File: src/rtl/mat_mul_pkg.sv
// mat_mul_pkg: state encoding and default sizes shared by the matrix-multiply engine
package mat_mul_pkg;
    localparam int MEM_AW_DEF   = 16;
    localparam int MEM_DW_DEF   = 32;
    localparam int DIM_BITS_DEF = 16;
    localparam int PREC_DEF     = 16;

    typedef enum logic [2:0] {IDLE, RD_A, WAIT_A, RD_B, WAIT_B, MAC, WR_C, DONE} state_e;
endpackage

File: src/rtl/mat_mul_mac.sv
// mat_mul_mac: unsigned PREC x PREC multiply-accumulate with synchronous clear, wrapping at DW bits
module mat_mul_mac import mat_mul_pkg::*; #(
    parameter int PREC = PREC_DEF,
    parameter int DW   = MEM_DW_DEF
) (
    input  logic            clk,
    input  logic            rst,
    input  logic            en_i,
    input  logic            clr_i,
    input  logic [PREC-1:0] a_i,
    input  logic [PREC-1:0] b_i,
    output logic [DW-1:0]   acc_o
);
    logic [2*PREC-1:0] prod;
    logic [DW-1:0]     acc_q, acc_d;

    assign prod  = {{PREC{1'b0}}, a_i} * {{PREC{1'b0}}, b_i};
    assign acc_o = acc_q;

    // clear takes priority so a new element never inherits the previous sum
    always_comb acc_d = clr_i ? '0 : en_i ? acc_q + DW'(prod) : acc_q;

    // accumulator register
    always_ff @(posedge clk or posedge rst)
        if (rst) acc_q <= '0;
        else     acc_q <= acc_d;
endmodule

File: src/rtl/mat_mul.sv
// mat_mul: sequential C = A x B engine over a single-port word memory, one read outstanding at a time
module mat_mul import mat_mul_pkg::*; #(
    parameter int MEM_AW   = MEM_AW_DEF,
    parameter int MEM_DW   = MEM_DW_DEF,
    parameter int DIM_BITS = DIM_BITS_DEF,
    parameter int PREC     = PREC_DEF
) (
    input  logic                clk,
    input  logic                rst,
    input  logic                go,
    input  logic                sm_ena,
    output logic                ret,
    input  logic [MEM_AW-1:0]   aBASE,
    input  logic [MEM_AW-1:0]   bBASE,
    input  logic [MEM_AW-1:0]   cBASE,
    input  logic [DIM_BITS-1:0] aSTRIDE,
    input  logic [DIM_BITS-1:0] bSTRIDE,
    input  logic [DIM_BITS-1:0] cSTRIDE,
    input  logic [DIM_BITS-1:0] aROWS,
    input  logic [DIM_BITS-1:0] aCOLS,
    input  logic [DIM_BITS-1:0] bCOLS,
    output logic                mem_req,
    output logic                mem_write,
    output logic [MEM_AW-1:0]   mem_addr,
    output logic [MEM_DW-1:0]   mem_wdata,
    input  logic                mem_rdata_vld,
    input  logic [MEM_DW-1:0]   mem_rdata
);
    state_e              state_q, state_d;
    logic [DIM_BITS-1:0] i_q, i_d, j_q, j_d, k_q, k_d;
    logic [DIM_BITS-1:0] i_inc, j_inc, k_inc;
    logic [PREC-1:0]     a_q, a_d, b_q, b_d, hold_data_q, hold_data_d, rd_data;
    logic                hold_vld_q, hold_vld_d, rd_vld;
    logic                mac_en, mac_clr;
    logic [MEM_DW-1:0]   acc;
    logic [MEM_AW-1:0]   addr_a, addr_b, addr_c;
    logic                unused_ok;

    assign unused_ok = ^mem_rdata[MEM_DW-1:PREC];

    assign i_inc = i_q + DIM_BITS'(1);
    assign j_inc = j_q + DIM_BITS'(1);
    assign k_inc = k_q + DIM_BITS'(1);

    assign addr_a = aBASE + MEM_AW'(i_q) * MEM_AW'(aSTRIDE) + MEM_AW'(k_q);
    assign addr_b = bBASE + MEM_AW'(k_q) * MEM_AW'(bSTRIDE) + MEM_AW'(j_q);
    assign addr_c = cBASE + MEM_AW'(i_q) * MEM_AW'(cSTRIDE) + MEM_AW'(j_q);

    // a response that landed during a pause is replayed from the holding register
    assign rd_vld  = hold_vld_q | mem_rdata_vld;
    assign rd_data = hold_vld_q ? hold_data_q : mem_rdata[PREC-1:0];

    assign mem_req   = sm_ena && (state_q == RD_A || state_q == RD_B || state_q == WR_C);
    assign mem_write = state_q == WR_C;
    assign mem_addr  = state_q == RD_A ? addr_a : state_q == RD_B ? addr_b : state_q == WR_C ? addr_c : '0;
    assign mem_wdata = state_q == WR_C ? acc : '0;
    assign ret       = state_q == DONE;

    mat_mul_mac #(.PREC(PREC), .DW(MEM_DW)) u_mac (
        .clk   (clk),
        .rst   (rst),
        .en_i  (mac_en),
        .clr_i (mac_clr),
        .a_i   (a_q),
        .b_i   (b_q),
        .acc_o (acc)
    );

    // next state and loop counters; with sm_ena low only the pause holding register may change
    always_comb begin
        state_d     = state_q;
        i_d         = i_q;
        j_d         = j_q;
        k_d         = k_q;
        a_d         = a_q;
        b_d         = b_q;
        hold_vld_d  = hold_vld_q;
        hold_data_d = hold_data_q;
        mac_en      = 1'b0;
        mac_clr     = 1'b0;
        if (!sm_ena) begin
            if ((state_q == WAIT_A || state_q == WAIT_B) && mem_rdata_vld && !hold_vld_q) begin
                hold_vld_d  = 1'b1;
                hold_data_d = mem_rdata[PREC-1:0];
            end
        end else begin
            case (state_q)
                IDLE: if (go) begin
                    i_d     = '0;
                    j_d     = '0;
                    k_d     = '0;
                    mac_clr = 1'b1;
                    state_d = (aROWS == '0 || aCOLS == '0 || bCOLS == '0) ? DONE : RD_A;
                end
                RD_A:   state_d = WAIT_A;
                WAIT_A: if (rd_vld) begin
                    a_d        = rd_data;
                    hold_vld_d = 1'b0;
                    state_d    = RD_B;
                end
                RD_B:   state_d = WAIT_B;
                WAIT_B: if (rd_vld) begin
                    b_d        = rd_data;
                    hold_vld_d = 1'b0;
                    state_d    = MAC;
                end
                MAC: begin
                    mac_en  = 1'b1;
                    k_d     = k_inc == aCOLS ? k_q : k_inc;
                    state_d = k_inc == aCOLS ? WR_C : RD_A;
                end
                WR_C: begin
                    mac_clr = 1'b1;
                    k_d     = '0;
                    j_d     = j_inc == bCOLS ? '0 : j_inc;
                    i_d     = j_inc == bCOLS ? i_inc : i_q;
                    state_d = (j_inc == bCOLS && i_inc == aROWS) ? DONE : RD_A;
                end
                DONE:    state_d = IDLE;
                default: state_d = IDLE;
            endcase
        end
    end

    // state, counters, operand latches and pause holding register
    always_ff @(posedge clk or posedge rst)
        if (rst) begin
            state_q     <= IDLE;
            i_q         <= '0;
            j_q         <= '0;
            k_q         <= '0;
            a_q         <= '0;
            b_q         <= '0;
            hold_vld_q  <= 1'b0;
            hold_data_q <= '0;
        end else begin
            state_q     <= state_d;
            i_q         <= i_d;
            j_q         <= j_d;
            k_q         <= k_d;
            a_q         <= a_d;
            b_q         <= b_d;
            hold_vld_q  <= hold_vld_d;
            hold_data_q <= hold_data_d;
        end
endmodule

File: config.mk
export PLATFORM = sky130hd
export DESIGN_NAME = mat_mul
export DESIGN_NICKNAME = d
export VERILOG_FILES = /design/src/rtl/mat_mul_pkg.sv /design/src/rtl/mat_mul_mac.sv /design/src/rtl/mat_mul.sv
export SDC_FILE = /design/constraint.sdc
export NUM_CORES = 2
export LEC_CHECK = 0
export CORE_MARGIN = 5
export CORE_UTILIZATION = 35
export DETAILED_ROUTE_END_ITERATION = 12
export PLACE_DENSITY = 0.54
export REMOVE_ABC_BUFFERS = 1
export SLEW_MARGIN = 20
export SYNTH_ARGS = -nofsm -noshare
export SYNTH_HDL_FRONTEND = slang
export SYNTH_SLANG_ARGS = --single-unit
File: constraint.sdc
create_clock -name clk -period 10.7 [get_ports clk]
set_clock_uncertainty 0.05 [all_clocks]
set_input_delay 2.675 -clock clk [delete_from_list [all_inputs] [get_ports clk]]
set_output_delay 2.675 -clock clk [all_outputs]
set_load 0.01 [all_outputs]
==> impl_metrics.ini <==
[setup_path]
cpMaxStageDelayCell = fa_1
rrSetupSlack_ns = 3.43
endpoint_kind = primary output
cp.required_ns = 7.98
crit_path_max_incr_delay_ns = 0.54
cp-start-kind = primary input
critical_path.max_fanout = 7
crit_arrival_ns = 7.83
path_cells = clkbuf_2 > buf_6 > buf_6 > nand2_1 > fa_1 > inv_2 > fa_1 > fa_1 > inv_2 > fa_1 > inv_1 > fa_1 > inv_2 > fa_1 > inv_2 > ha_4 > nand3_2 > nand2_2 > o31a_1 > o21a_1 > nor3_1 > nand3b_1 > o221ai_4 > buf_6
path_class = primary input to primary output
cp_common_cell = fa_1

[timing]
fmax_ghz = 0.0948
worst_pin_slew_ns = 1.03
grt_setup_unrepaired = yes
maxSlewViolCount = 0
slew_headroom_pct = 31.1
hold_viol = 0
final.min_clock_period_ns = 10.55
min_period_over_period_pct = 98.6
setup_viol = 0

[route]
vias = 24600
finalWirelength_mm = 94.4
drt_pass1_iterations = 5
drcViolationCount = 0
viasPerCell = 4.84
drt_iter0_markers = 1581
ant_nets = 0
wire_per_inst_um = 18.6

[clock_network]
hold_buffers = 0
clock-sinks = 132
clk_path_buf_depth = 2
cts_made_buffers = 17
path_clk_slew_ns = 0.06
cts_tree = yes
root_buffer = clkbuf_16
clock_latency_ns = 0.48
ctsHtreeMaxLevel = 4

[floorplanning]
rows = 109
die_x_um = 309
die_h_um = 309
io_pins = 232
fp.coreArea_mm2 = 0.0885
start_util_pct = 35.3
die_area_mm2 = 0.0952

[layout]
layout_commonest_cell = inv_1
area_delta_synth_final_pct = 17.9
drive_gt1_share_pct = 10.1
final_nets = 4887
layout_common_cells = 805 x inv_1, 537 x fa_1, 483 x nand2_1, 275 x and2_1, 238 x ha_1
stdcell_count = 5085

[global_routing]
antenna_found_initial = 7
grt_pass1_vias = 26300
grt_use_total_pct = 20.5
grt_first_pass_wirelength_mm = 151
overflow = 0
grt_max_degree = 74

[synthesis]
synth_ff_type = dfrtp_1
synth_edf_count = 0
synth_seq_cells = 132
synth.avg_cell_area_um2 = 8.55
synth_top_area_share_pct = 35.2
syn-instance-count = 3651
yosysUniqueCellTypes = 78
yosys-top-cells-area = fa_1 35%, dfrtp_1 11%, ha_1 10%
ys_seq_area_share_pct = 10.6
synth_area_mm2 = 0.0312
synth.largest_area_cell = fa_1
synth-async-reset-ratio_pct = 100
synth_warnings = 0

[min_path]
hold_class = flip-flop to flip-flop

[placement]
gp_congestion = 0.900
dp_hpwl_mm = 76.8
numPortBuffers = 215
dp.cells = 5033

[job]
maxCapViolCount = 0

[status]
outcome = finished clean
through the flow:
step | hold WS [ns] | worst slack, ns | util, % | TNS, ns | instance area, µm²
after floorplan | 0.399 | 0.607 | - | 0 | 30500
after global placement | 0.414 | -0.950 | 40.1 | -5.39 | 35500
after detailed placement | 0.420 | -0.957 | 40.1 | -5.32 | 35500
after CTS | 0.433 | -0.220 | 41.1 | -0.220 | 36400
after global routing | 0.457 | -0.0360 | 41.6 | -0.0792 | 36800
final | 0.423 | 0.147 | 41.6 | 0 | 36800
kinds of logic (layout without fill, tap and decap cells):
kind of cell | after synthesis | after routing | synth area share, %
muxes | 41 | 41 | 1.38
and+or+nand+nor | 1103 | 1103 | 17.4
adders and majority gates | 804 | 804 | 45.4
AOI/OAI and AO/OA | 347 | 347 | 6.72
other | 0 | 6 | 0
xor gates and xnor gates | 228 | 228 | 6.40
DFF | 132 | 132 | 10.6
buffers and inverters | 996 | 1259 | 12.1
what timing repair did:
item                       CTS  global route
pin swaps                   48           109
gates cloned                 0             1
gates resized for setup    125           151
setup endpoints to repair    8             9
buffers inserted            10             9
layout make-up:
type	count	area, µm²
sequential	132	3300
clock buffer	20	447
fill	8957	51700
inverter	827	3110
tap	1165	1460
timing repair buffer	401	3650
multi-input combinational	2523	24700
clock inverter	11	153
antenna	6	15.0
metal layers:
| layer | share of wire [%] | global-route usage [%] |
|---|---|---|
| met2 | 46 | 33.7 |
| met1 | 45 | 27.8 |
| met3 | 6.4 | 4.04 |
| met4 | 2.9 | 5.60 |
| met5 | 0 | 0 |
final timing paths:
kind                            startpoint               to  depth (start not counted)
max reg2reg                        a_q[10]  u_mac.acc_o[31]                         20
min reg2reg                u_mac.acc_o[27]  u_mac.acc_o[27]                          2
max                             cSTRIDE[1]     mem_addr[15]                         24
max in group asynchronous              rst  u_mac.acc_o[30]                          3
min in group asynchronous              rst           i_q[9]                          2
min                        u_mac.acc_o[27]  u_mac.acc_o[27]                          2
critical path: cells and delay by family:
family,cells,cell delay [ns]
AOI/OAI and AO/OA,3,0.67
adders and majority gates,7,3.30
buffers and inverters,9,0.71
and+or+nand+nor,5,0.49
state kept, by name, indices dropped and copies added (netlist names):
register	flops
b_q	16
u_mac.acc_o	32
a_q	16
j_q	16
i_q	16
state_q	3
hold_data_q	16
k_q	16
hold_vld_q	1
Yosys cell counts (17+ instances only):
cell type,count
xor2_1,59
nand2_1,489
clkbuf_1,142
inv_1,825
and2_1,290
ha_1,255
dfrtp_1,132
mux2_2,17
nor3_1,34
and3_1,26
o21ai_0,127
xnor2_1,169
a21oi_1,99
nor2_1,107
mux2i_1,24
nand3_1,45
fa_1,549
nor4_1,21
Power is left out: the tool's default activity adds up to more than one toggle a clock period on the data nets, which glitch-free logic cannot reach.
